==> config.mk <==
export PLATFORM = sky130hd
export DESIGN_NAME = wptr_full_level
export DESIGN_NICKNAME = d
export VERILOG_FILES = /design/src/rtl/wptr_full_level.sv
export SDC_FILE = /design/constraint.sdc
export NUM_CORES = 1
export LEC_CHECK = 0
export CAP_MARGIN = 10
export CORE_UTILIZATION = 49
export CTS_CLUSTER_SIZE = 20
export DETAILED_ROUTE_END_ITERATION = 8
export PLACE_DENSITY = 0.82
export RECOVER_POWER = 25
export REMOVE_ABC_BUFFERS = 1
export SETUP_SLACK_MARGIN = 0.15
export SYNTH_ARGS = -nofsm -noshare
export SYNTH_HDL_FRONTEND = slang
export SYNTH_SLANG_ARGS = --single-unit
==> constraint.sdc <==
create_clock -name wclk_i -period 5.21 [get_ports wclk_i]
set_clock_uncertainty 0.1 [all_clocks]
set_input_delay 0.7815 -clock wclk_i [delete_from_list [all_inputs] [get_ports wclk_i]]
set_output_delay 0.7815 -clock wclk_i [all_outputs]
set_load 0.02 [all_outputs]
==> src/rtl/wptr_full_level.sv <==
// rtl/wptr_full_level.sv - async FIFO write pointer, full flag, occupancy level and overflow tracking
module wptr_full_level #(
  parameter int ASIZE        = 4,
  parameter int AFULL_THRESH = 12
) (
  input  logic             wclk_i,
  input  logic             wrst_n_i,
  input  logic             winc_i,
  input  logic [ASIZE:0]   wq2_rptr_i,
  input  logic             wovf_clr_i,
  output logic [ASIZE-1:0] waddr_o,
  output logic [ASIZE:0]   wptr_o,
  output logic             wfull_o,
  output logic             walmost_full_o,
  output logic [ASIZE:0]   wlevel_o,
  output logic             woverflow_o
);

  localparam logic [ASIZE:0] AFULL_TH = AFULL_THRESH[ASIZE:0];

  logic [ASIZE:0] wbin_q, wbin_d;
  logic [ASIZE:0] wptr_q, wptr_d;
  logic [ASIZE:0] wlevel_q, wlevel_d;
  logic           wfull_q, wfull_d;
  logic           walmost_full_q, walmost_full_d;
  logic           woverflow_q, woverflow_d;
  logic [ASIZE:0] rbin_s;
  logic           wen;

  // Each binary bit of the read count is the XOR of all Gray bits at or above it.
  always_comb begin
    rbin_s = '0;
    for (int i = 0; i <= ASIZE; i++) begin
      rbin_s[i] = ^(wq2_rptr_i >> i);
    end
  end

  // Next-state values are computed from wbin_d so flags and level track the
  // committing write on the same edge.
  always_comb begin
    wen            = winc_i & ~wfull_q;
    wbin_d         = wbin_q + {{ASIZE{1'b0}}, wen};
    wptr_d         = (wbin_d >> 1) ^ wbin_d;
    wfull_d        = (wptr_d == {~wq2_rptr_i[ASIZE:ASIZE-1], wq2_rptr_i[ASIZE-2:0]});
    wlevel_d       = wbin_d - rbin_s;
    walmost_full_d = (wlevel_d >= AFULL_TH);
    woverflow_d    = (winc_i & wfull_q) | (woverflow_q & ~wovf_clr_i);
  end

  always_ff @(posedge wclk_i) begin
    if (!wrst_n_i) begin
      wbin_q         <= '0;
      wptr_q         <= '0;
      wlevel_q       <= '0;
      wfull_q        <= 1'b0;
      walmost_full_q <= 1'b0;
      woverflow_q    <= 1'b0;
    end else begin
      wbin_q         <= wbin_d;
      wptr_q         <= wptr_d;
      wlevel_q       <= wlevel_d;
      wfull_q        <= wfull_d;
      walmost_full_q <= walmost_full_d;
      woverflow_q    <= woverflow_d;
    end
  end

  assign waddr_o        = wbin_q[ASIZE-1:0];
  assign wptr_o         = wptr_q;
  assign wfull_o        = wfull_q;
  assign walmost_full_o = walmost_full_q;
  assign wlevel_o       = wlevel_q;
  assign woverflow_o    = woverflow_q;

endmodule

; ---- Word-level counts from Yosys, hierarchy flattened
; Cells that the tools add are included.
[totals]
out_inout_bits = 17
register_bits = 18
input_bits = 9
[op_classes]
n_addsub = 2
reduce_logical = 5
magnitude_cmp = 1
eq_ne = 1
bitwise_logic = 8
[op_table]
columns = cell, count
row1 = $reduce_xor A5 Y1, 5
row2 = $add A5 B1 Y5, 1
row3 = $eq A5 B5 Y1, 1
row4 = $ge A5 B4 Y1 const B, 1
row5 = $sub A5 B5 Y5, 1
row6 = $xor A4 B5 Y5, 1
row7 = $and A1 B1 Y1, 3
row8 = $not A1 Y1, 2
row9 = $not A2 Y2, 1
row10 = $or A1 B1 Y1, 1

; ---- Logic depth before layout (Yosys ltp)
; Gate-level depths: netlist of run 1.
[depth]
depth_word = 5
depth_mapped = 11
ltp_nobuf = 11

; ---- Least setup slack after synthesis of run 1
; OpenSTA, ideal clock, no wires.
[synth_timing]
kind = in2reg
start = input port winc_i
end = register wlevel_q[3] (netlist: wlevel_o[3])
setup_time_ns = 0.115
cell_stages = 11
arrival_time_ns = 2.827
required_ns = 4.995
slack_ns = 2.169
n_path_buf = 0
path_cell_list = nor2b_1 > ha_1 > nand3_1 > xor2_1 > inv_1 > ha_1 > inv_1 > and4_1 > a2111oi_0 > nand3_1 > and2_1
[synth_between]
elab_chain_cells = 3
[synth_lines]
columns = element, line
row1 = start: declaration, 8  ; input logic winc_i,
row2 = $and A1 B1 Y1, 41  ; wen = winc_i & ~wfull_q;
row3 = $add A5 B1 Y5, 42  ; wbin_d = wbin_q + {{ASIZE{1'b0}}, wen};
row4 = $sub A5 B5 Y5, 45  ; wlevel_d = wbin_d - rbin_s;
row5 = end signal: assignment, 61  ; wlevel_q <= wlevel_d;
row6 = end: declaration, 23  ; logic [ASIZE:0] wlevel_q, wlevel_d;
; No other way between the ends.
; A chain may end at the register's enable or synchronous reset.

; ---- Final worst setup path of run 1
[layout_timing]
start = input port winc_i
end = register wlevel_q[3] (netlist: wlevel_o[3])
[layout_between]
elab_chain_cells = 3
[layout_lines]
columns = element, line
row1 = $and A1 B1 Y1, 41
row2 = $add A5 B1 Y5, 42
row3 = named net wbin_d[2], 21  ; logic [ASIZE:0] wbin_q, wbin_d;
row4 = $sub A5 B5 Y5, 45
; The timed path passes the listed nets, and every way through them passes these cells.

==> results.toml, run 1 <==
[global_routing]
first_global_vias = 676
grt_max_degree = 19
antenna_found_initial = 0
grt_util_all_layers_pct = 18.4
gr-total-overflow = 0
wire_length_of_the_first_global_routing_pass_mm = 2.70

[clocking]
cts_tree = "done"
ctsResizeCount = 0
clock_tree.buffer_depth = 2
htreeDepth = 1
cts.hold.buffers_added = 0
clock-sinks = 17
clk-insertion-delay-late_ns = 0.29
postCtsSetupRepairBufs = 0
clk_pin_slew_worst_paths_ns = 0.09
cts_inserted_buffers = 3
ctsRootBufferMaster = "sky130_fd_sc_hd__clkbuf_4"

[floorplanning]
num_rows = 15
ioPinCount = 26
die_h_um = 45.2
floorplan_core_area_mm2 = 0.00175
start_util_pct = 52.3
dieWidth_um = 45.2
fp.dieArea_mm2 = 0.00204

[worst_setup_path]
critPathMaxFanout = 7
timing.critical_path.arrival_ns = 3.54
category_of_the_most_critical_setup_path = "primary input to flop"
critPathLaunchType = "primary input"
worst_ep_required_time_ns = 5.30
crit_path_end_kind = "flop"

[hold_path]
hp-class = "flop to flop"

[sta]
max_slew.worst_pin.slew_ns = 0.522
fin_tns_setup_ns = 0
final-hold-violation-count = 0
period_share_pct = 66.2
worst_hold_check_slack_ns = 0.394
max_clock_freq_ghz = 0.290
rsz_0062_raised_after_global_routing = "false"
layout_min_cycle_time_ns = 3.45
maxSlewViolCount = 0
setup_viol = 0
timing.max_slew.rel_slack_pct = 65.1
final.setup.worst_slack_ns = 1.76

[finish]
nFillCells = 142
nets = 133
multi_input_area_um2 = 549
drive_above_1_share_pct = 5.98
antenna_cells = 0
postLayoutCellArea_mm2 = 0.00121
area.sequential_um2 = 340
utilization_pct = 69.5
areaGrowthSynthToFinish_pct = 32.7

[status]
outcome = "finished, final reports clean"

[routing]
postRouteWirelength_mm = 1.56
detailroute.via_count = 705
drt.antenna.violating_nets = 0
via_per_inst = 4.96
wire_per_inst_um = 11.0
drt-initial-drc-count = 3
drc = 0
first_pass_iters = 2

[logic_synthesis]
proportion_of_synthesized_flip_flops_having_asynchronous_set_or_reset_pct = 0
synthMostInstantiatedCell = "sky130_fd_sc_hd__dfxtp_1"
postSynthRegisterBits = 17
yosysWarnings = 0
seq_area_frac_synth_pct = 37.3
synth_enable_flop_cells = 0
synth_top_area_cell = "sky130_fd_sc_hd__dfxtp_1"
netlist-cell-type-count = 30
syn-cell-area_um2 = 913
synthCells = 90
synthTopCellsByArea = "sky130_fd_sc_hd__dfxtp_1 37%, sky130_fd_sc_hd__xor2_1 11%, sky130_fd_sc_hd__ha_1 8.2%"
netlist.area_leader.share_pct = 37.3
post_synth.cell_area_avg_um2 = 10.1
synth_ff_type = "sky130_fd_sc_hd__dfxtp_1"
ranking_of_synthesized_cells_by_instance_count = "17 x sky130_fd_sc_hd__dfxtp_1, 11 x sky130_fd_sc_hd__xor2_1, 9 x sky130_fd_sc_hd__and2_1"

[flow_run]
cap_viol_max_count = 0

[power]
power.static_leakage_uw = 0.000545
p_per_area_mw_per_mm2 = 290
vdd.ir_drop.worst_mv = 0.183

[placement]
io_buffers = 25
dp_worst_setup_slack_ns = 1.44
globalplace.congestion = 0.779
detailed_place_hpwl_mm = 1.24
dpl-instance-area_mm2 = 0.00119
[final timing paths]
kind / slack (ns) / end / start / depth (start not counted)
setup / recovery: 1.76 / wlevel_o[3]$_SDFF_PN0_ / winc_i / 10
hold / removal: 0.39 / woverflow_o$_SDFF_PN0_ / woverflow_o$_SDFF_PN0_ / 2
setup reg to reg: 2.42 / wlevel_o[3]$_SDFF_PN0_ / wfull_o$_SDFF_PN0_ / 9
hold reg to reg: 0.39 / woverflow_o$_SDFF_PN0_ / woverflow_o$_SDFF_PN0_ / 2
[worst max-delay path, stage by stage]
cell                              delay, ns
sky130_fd_sc_hd__clkdlybuf4s50_1       0.48
sky130_fd_sc_hd__nor2b_1               0.14
sky130_fd_sc_hd__ha_1                  0.18
sky130_fd_sc_hd__ha_1                  0.17
sky130_fd_sc_hd__xor2_1                0.44
sky130_fd_sc_hd__ha_1                  0.40
sky130_fd_sc_hd__and4_1                0.24
sky130_fd_sc_hd__a2111oi_0             0.37
sky130_fd_sc_hd__nand3_1               0.16
sky130_fd_sc_hd__and2_1                0.18
[sequential cells by signal, indices dropped and copies added, names as in the netlist]
| signal | cells |
|---|---|
| walmost_full_o | 1 |
| wlevel_o | 5 |
| woverflow_o | 1 |
| wbin_q | 5 |
| wptr_o | 4 |
| wfull_o | 1 |
[through the flow]
stage	power, uW	std cells
final	351	142
after floorplan	238	88
after CTS	359	142
after global placement	286	138
after detailed placement	289	138
after global routing	375	142
[cells by family (layout without fill, tap and decap cells)]
logic type	after synthesis	after routing	share of synthesized area, %
AO/OA/AOI/OAI	10	10	9.04
AND/OR/NAND/NOR	30	30	19.2
buffers and inverters	6	33	2.60
adder cells (fa/ha/maj)	6	6	8.22
XOR/XNOR	18	18	20.4
flip-flops	17	17	37.3
multiplexers	3	3	3.29
[power breakdown]
group          internal [uW]  switching [uW]  leakage, uW
clock                   29.8            38.9    0.0000150
sequential               146            4.39     0.000140
combinational           64.0            68.6     0.000391
total                    240             112     0.000545
[cell type report]
cell class | count | share of cell area, %
repair buffers | 25 | 20.6
clock buffers | 4 | 2.17
well taps | 25 | 2.58
flip-flops and latches | 17 | 28.1
multi-input cells | 67 | 45.3
inverters | 4 | 1.24
[cell usage in the layout (no fill, tap or decap), drive strengths merged, types with 4 or more instances in the layout]
cell | Yosys | layout
and2 | 10 | 10
clkbuf | 1 | 4
clkdlybuf4s50 | 0 | 18
dfxtp | 17 | 17
dlygate4sd3 | 0 | 7
ha | 6 | 6
inv | 4 | 4
nor2b | 4 | 4
xnor2 | 6 | 6
xor2 | 11 | 11
[layer usage]
| metal | track usage (%) | vias to the layer above | share of wire, % |
|---|---|---|---|
| met5 | 0 | - | 0 |
| met4 | 9.09 | 0 | 1.2 |
| met3 | 3.60 | 2 | 4.1 |
| met2 | 31.6 | 20 | 51 |
| met1 | 21.6 | 315 | 44 |
| li1 | - | 368 | - |
(Power assumes the default switching activity.)
==> run 2: changes to the inputs <==
--- a/config.mk
+++ b/config.mk
@@ -6,10 +6,10 @@
 export NUM_CORES = 1
 export LEC_CHECK = 0
 export CAP_MARGIN = 10
-export CORE_UTILIZATION = 49
+export CORE_UTILIZATION = 46
 export CTS_CLUSTER_SIZE = 20
 export DETAILED_ROUTE_END_ITERATION = 8
-export PLACE_DENSITY = 0.82
+export PLACE_DENSITY = 0.78
 export RECOVER_POWER = 25
 export REMOVE_ABC_BUFFERS = 1
 export SETUP_SLACK_MARGIN = 0.15
==> constraint.sdc (replaced) <==
create_clock -name wclk_i -period 3.5 [get_ports wclk_i]
set_clock_uncertainty 0.1 [all_clocks]
set_input_delay 0.525 -clock wclk_i [delete_from_list [all_inputs] [get_ports wclk_i]]
set_output_delay 0.525 -clock wclk_i [all_outputs]
set_load 0.02 [all_outputs]
==> run 2 against run 1 <==
Effect of this change: utilization decreased by 0.71 points; count of clock-buffer cells in the layout unchanged; highest routed layer unchanged; largest cell class unchanged; via count increased by 0.28%; largest power group unchanged; flip-flop and latch count unchanged; non-clock buffer count increased by 4; cell count increased by 2.8%; total power increased by 52%.
==> results.toml, run 2 (same netlist as run 1, synthesis figures left out) <==
[power]
p_per_area_mw_per_mm2 = 431
vdd.ir_drop.worst_mv = 0.306
power.static_leakage_uw = 0.000560

[worst_setup_path]
crit_path_end_kind = "flop"
reg2regPathDepth = 11
category_of_the_most_critical_setup_path = "primary input to flop"
critPathMaxFanout = 7
critPathLaunchType = "primary input"
timing.critical_path.arrival_ns = 3.13
worst_ep_required_time_ns = 3.59

[global_routing]
gr-total-overflow = 0
first_global_vias = 651
antenna_found_initial = 0
wire_length_of_the_first_global_routing_pass_mm = 2.72
grt_max_degree = 19
grt_util_all_layers_pct = 18.4

[hold_path]
hp-class = "flop to flop"
hold_path_depth = 2

[clocking]
ctsRootBufferMaster = "sky130_fd_sc_hd__clkbuf_4"
cts_tree = "done"
htreeDepth = 1
ctsResizeCount = 0
clock-sinks = 17
clock_tree.buffer_depth = 2
clk-insertion-delay-late_ns = 0.29
cts_inserted_buffers = 3
cts.hold.buffers_added = 0
clk_pin_slew_worst_paths_ns = 0.10
postCtsSetupRepairBufs = 0

[sta]
max_slew.worst_pin.slew_ns = 0.496
setup_viol = 0
final-hold-violation-count = 0
period_share_pct = 86.8
max_clock_freq_ghz = 0.329
maxSlewViolCount = 0
worst_hold_check_slack_ns = 0.383
timing.max_slew.rel_slack_pct = 66.9
fin_tns_setup_ns = 0
rsz_0062_raised_after_global_routing = "false"
layout_min_cycle_time_ns = 3.04

[floorplanning]
fp.dieArea_mm2 = 0.00217
ioPinCount = 26
num_rows = 15
floorplan_core_area_mm2 = 0.00180
start_util_pct = 50.7
die_h_um = 46.6
dieWidth_um = 46.6

[placement]
dpl-instance-area_mm2 = 0.00122
globalplace.congestion = 0.848
io_buffers = 25
detailed_place_hpwl_mm = 1.27

[finish]
postLayoutCellArea_mm2 = 0.00124
most_used_cells_in_the_layout_excluding_fill_and_tap_cells = "18 x sky130_fd_sc_hd__clkdlybuf4s50_1, 17 x sky130_fd_sc_hd__dfxtp_1, 11 x sky130_fd_sc_hd__xor2_1"
antenna_cells = 0
area.sequential_um2 = 340
layout_commonest_cell = "sky130_fd_sc_hd__clkdlybuf4s50_1"
nets = 137
drive_above_1_share_pct = 8.26
areaGrowthSynthToFinish_pct = 35.6
multi_input_area_um2 = 549
nFillCells = 159

[routing]
drt-initial-drc-count = 3
detailroute.via_count = 707
first_pass_iters = 3
wire_per_inst_um = 11.4
postRouteWirelength_mm = 1.66
drc = 0
drt.antenna.violating_nets = 0
via_per_inst = 4.84

[status]
outcome = "finished, final reports clean"

[flow_run]
cap_viol_max_count = 0
==> run 2: cell count changes in the layout (fill, tap and decap cells not counted), sizes merged <==
cell | before | now
buf | 0 | 3
clkbuf | 4 | 5
==> run 2: per-stage QoR <==
stage	utilization [%]	instances	power [uW]	setup slack, ns
finish	68.8	146	534	0.462
detailed placement	67.5	142	437	0.267
global placement	67.5	142	434	0.347
global route	68.8	146	567	0.267
CTS	69.0	146	544	0.546
floorplan	-	88	354	0.715
==> run 2: power breakdown <==
group	switching, uW	leakage (uW)	internal, uW
registers	7.27	0.000140	217
clock network	60.8	0.0000150	44.3
logic	104	0.000406	100
total	172	0.000560	361
==> run 2: routing by layer <==
metal / global-route usage [%] / vias up / wire (um)
met5: 0 / - / 0
met4: 8.82 / 0 / 28
met3: 5.10 / 4 / 83
met2: 32.5 / 19 / 770
met1: 19.7 / 316 / 776
li1: - / 368 / -
==> run 2: final cells by class <==
| class | instances | share of cell area, % |
|---|---|---|
| multi-input combinational | 67 | 44.3 |
| sequential | 17 | 27.5 |
| timing repair buffer | 29 | 22.3 |
| tap | 25 | 2.53 |
| clock buffer | 4 | 2.12 |
| inverter | 4 | 1.21 |
==> run 2: path summary, 6_finish.rpt <==
check | startpoint | to | slack (ns)
setup reg to reg | wfull_o$_SDFF_PN0_ | walmost_full_o$_SDFF_PN0_ | 0.97
setup / recovery | winc_i | walmost_full_o$_SDFF_PN0_ | 0.46
hold reg to reg | woverflow_o$_SDFF_PN0_ | woverflow_o$_SDFF_PN0_ | 0.38
hold / removal | woverflow_o$_SDFF_PN0_ | woverflow_o$_SDFF_PN0_ | 0.38
==> run 2: critical path, cell delays in order <==
cell and delay (ns):
sky130_fd_sc_hd__dlygate4sd3_1 0.55, sky130_fd_sc_hd__nor2b_1 0.14, sky130_fd_sc_hd__ha_1 0.19, sky130_fd_sc_hd__ha_1 0.20, sky130_fd_sc_hd__xor2_1 0.24, sky130_fd_sc_hd__ha_1 0.35, sky130_fd_sc_hd__and4_1 0.23, sky130_fd_sc_hd__a2111oi_0 0.38
sky130_fd_sc_hd__nand3_1 0.14, sky130_fd_sc_hd__a21o_1 0.17
==> run 3: changes to the inputs <==
--- a/config.mk
+++ b/config.mk
@@ -9,7 +9,7 @@
 export CORE_UTILIZATION = 46
 export CTS_CLUSTER_SIZE = 20
 export DETAILED_ROUTE_END_ITERATION = 8
-export PLACE_DENSITY = 0.78
+export PLACE_DENSITY = 0.82
 export RECOVER_POWER = 25
 export REMOVE_ABC_BUFFERS = 1
 export SETUP_SLACK_MARGIN = 0.15
==> run 3 against run 2 <==
Effect of this change: via count grew 3.5%; count of clock-buffer cells in the layout stayed put; worst hold slack gained 0.010 ns; clock power hardly changed; utilization decreased by 0.62 points; setup slack better by 0.051 ns; global-route usage grew 0.50 points; critical path depth rose by 2; die area unchanged; flip-flop and latch count unchanged; cell count is 0.68% lower.
==> results.toml, run 3 (same netlist as run 1, synthesis figures left out) <==
[hold_path]
hold_path_depth = 2
min_delay_worst_endpoint = "woverflow_o$_SDFF_PN0_"
min_from = "woverflow_o$_SDFF_PN0_"
hp-class = "flop to flop"

[finish]
antenna_cells = 0
areaGrowthSynthToFinish_pct = 34.4
postLayoutCellArea_mm2 = 0.00123
drive_above_1_share_pct = 6.67
most_used_cells_in_the_layout_excluding_fill_and_tap_cells = "20 x sky130_fd_sc_hd__clkdlybuf4s50_1, 17 x sky130_fd_sc_hd__dfxtp_1, 11 x sky130_fd_sc_hd__xor2_1"
nets = 136
layout_commonest_cell = "sky130_fd_sc_hd__clkdlybuf4s50_1"

[worst_setup_path]
reg2regPathDepth = 11
critPathMaxFanout = 7
endpoint_of_the_lowest_slack_register_to_register_path = "walmost_full_o$_SDFF_PN0_"
worstReg2RegStart = "wfull_o$_SDFF_PN0_"
crit_path_end_kind = "flop"
category_of_the_most_critical_setup_path = "primary input to flop"
timing.critical_path.arrival_ns = 3.08
worst-r2r-setup-slack_ns = 0.89
critPathLaunchType = "primary input"
worst_ep_required_time_ns = 3.59

[clocking]
clk-insertion-delay-late_ns = 0.29
clock_tree.buffer_depth = 2
clock-sinks = 17
cts_tree = "done"
htreeDepth = 1
ctsResizeCount = 0
cts_inserted_buffers = 3
postCtsSetupRepairBufs = 0
ctsRootBufferMaster = "sky130_fd_sc_hd__clkbuf_4"
clk_pin_slew_worst_paths_ns = 0.10
cts.hold.buffers_added = 0

[global_routing]
gr_met1_demand_resource_pct = 21.7
antenna_found_initial = 0
first_global_vias = 696
groute.layer.met3.usage_pct = 3.53
use_met2_pct = 30.3
wire_length_of_the_first_global_routing_pass_mm = 2.81
grt_most_used_layer = "met2"
gr-total-overflow = 0
grt_max_degree = 19
grt_util_all_layers_pct = 18.9

[routing]
detailroute.via_count = 732
drc = 0
drt.antenna.violating_nets = 0
first_pass_iters = 5
postRouteWirelength_mm = 1.69
wire_per_inst_um = 11.7
drt-initial-drc-count = 3
via_per_inst = 5.05

[sta]
period_share_pct = 85.3
maxSlewViolCount = 0
worst_hold_check_slack_ns = 0.393
final-hold-violation-count = 0
rsz_0062_raised_after_global_routing = "false"
max_clock_freq_ghz = 0.335
setup_viol = 0
max_slew.worst_pin.slew_ns = 0.497
fin_tns_setup_ns = 0
timing.max_slew.rel_slack_pct = 66.8
layout_min_cycle_time_ns = 2.99
final.setup.worst_slack_ns = 0.513

[power]
p_per_area_mw_per_mm2 = 430
power.static_leakage_uw = 0.000545
vdd.ir_drop.worst_mv = 0.308
post_route_total_power_uw = 528

[floorplanning]
die_h_um = 46.6
start_util_pct = 50.7
num_rows = 15
floorplan_core_area_mm2 = 0.00180
fp.dieArea_mm2 = 0.00217
ioPinCount = 26
dieWidth_um = 46.6

[placement]
dp_worst_setup_slack_ns = 0.227
detailed_place_hpwl_mm = 1.26
globalplace.congestion = 0.857
dpl-instance-area_mm2 = 0.00121
io_buffers = 25

[flow_run]
cap_viol_max_count = 0

[status]
outcome = "finished, final reports clean"
## run 3: worst max-delay path by stage
stage	startpoint	endpoint	slack, ns	cells past startpoint
after floorplan	winc_i	wlevel_o[3]$_SDFF_PN0_	0.72	11
after global placement	winc_i	wlevel_o[3]$_SDFF_PN0_	0.34	12
after detailed placement	winc_i	wlevel_o[3]$_SDFF_PN0_	0.23	12
after CTS	winc_i	wlevel_o[3]$_SDFF_PN0_	0.52	12
after global routing	winc_i	wlevel_o[3]$_SDFF_PN0_	0.35	12
final	winc_i	walmost_full_o$_SDFF_PN0_	0.51	12
## run 3: area by class of cell
class                           count  area [um2]
Inverter                            4        15.0
Tap cell                           25        31.3
Timing Repair Buffer               28         265
Multi-Input combinational cell     67         549
Fill cell                         149         574
Clock buffer                        4        26.3
Sequential cell                    17         340
## run 3: critical path, cell delays in order
cell	delay (ns)
sky130_fd_sc_hd__clkdlybuf4s50_1	0.47
sky130_fd_sc_hd__nor2b_1	0.14
sky130_fd_sc_hd__ha_1	0.19
sky130_fd_sc_hd__nand3_1	0.12
sky130_fd_sc_hd__xor2_1	0.20
sky130_fd_sc_hd__inv_1	0.07
sky130_fd_sc_hd__ha_1	0.30
sky130_fd_sc_hd__inv_1	0.11
sky130_fd_sc_hd__and4_1	0.21
sky130_fd_sc_hd__a2111oi_0	0.41
sky130_fd_sc_hd__nand3_1	0.15
sky130_fd_sc_hd__a21o_1	0.17
## run 3: metal layers
metal	part of all wire (%)	vias to the layer above
li1	-	367
met1	44	330
met2	48	29
met3	5.4	6
met4	2.4	0
met5	0	-
## run 3: stage by stage
stage,util [%],std cells
after floorplan,-,88
after detailed placement,67.1,141
after global placement,67.1,141
after CTS,68.5,145
after global routing,68.1,145
final,68.1,145
## run 3: where the power goes
| group | total [uW] | switching (uW) | internal, uW |
|---|---|---|---|
| clock network | 105 | 61.0 | 44.4 |
| logic | 199 | 104 | 95.5 |
| registers | 224 | 6.64 | 217 |
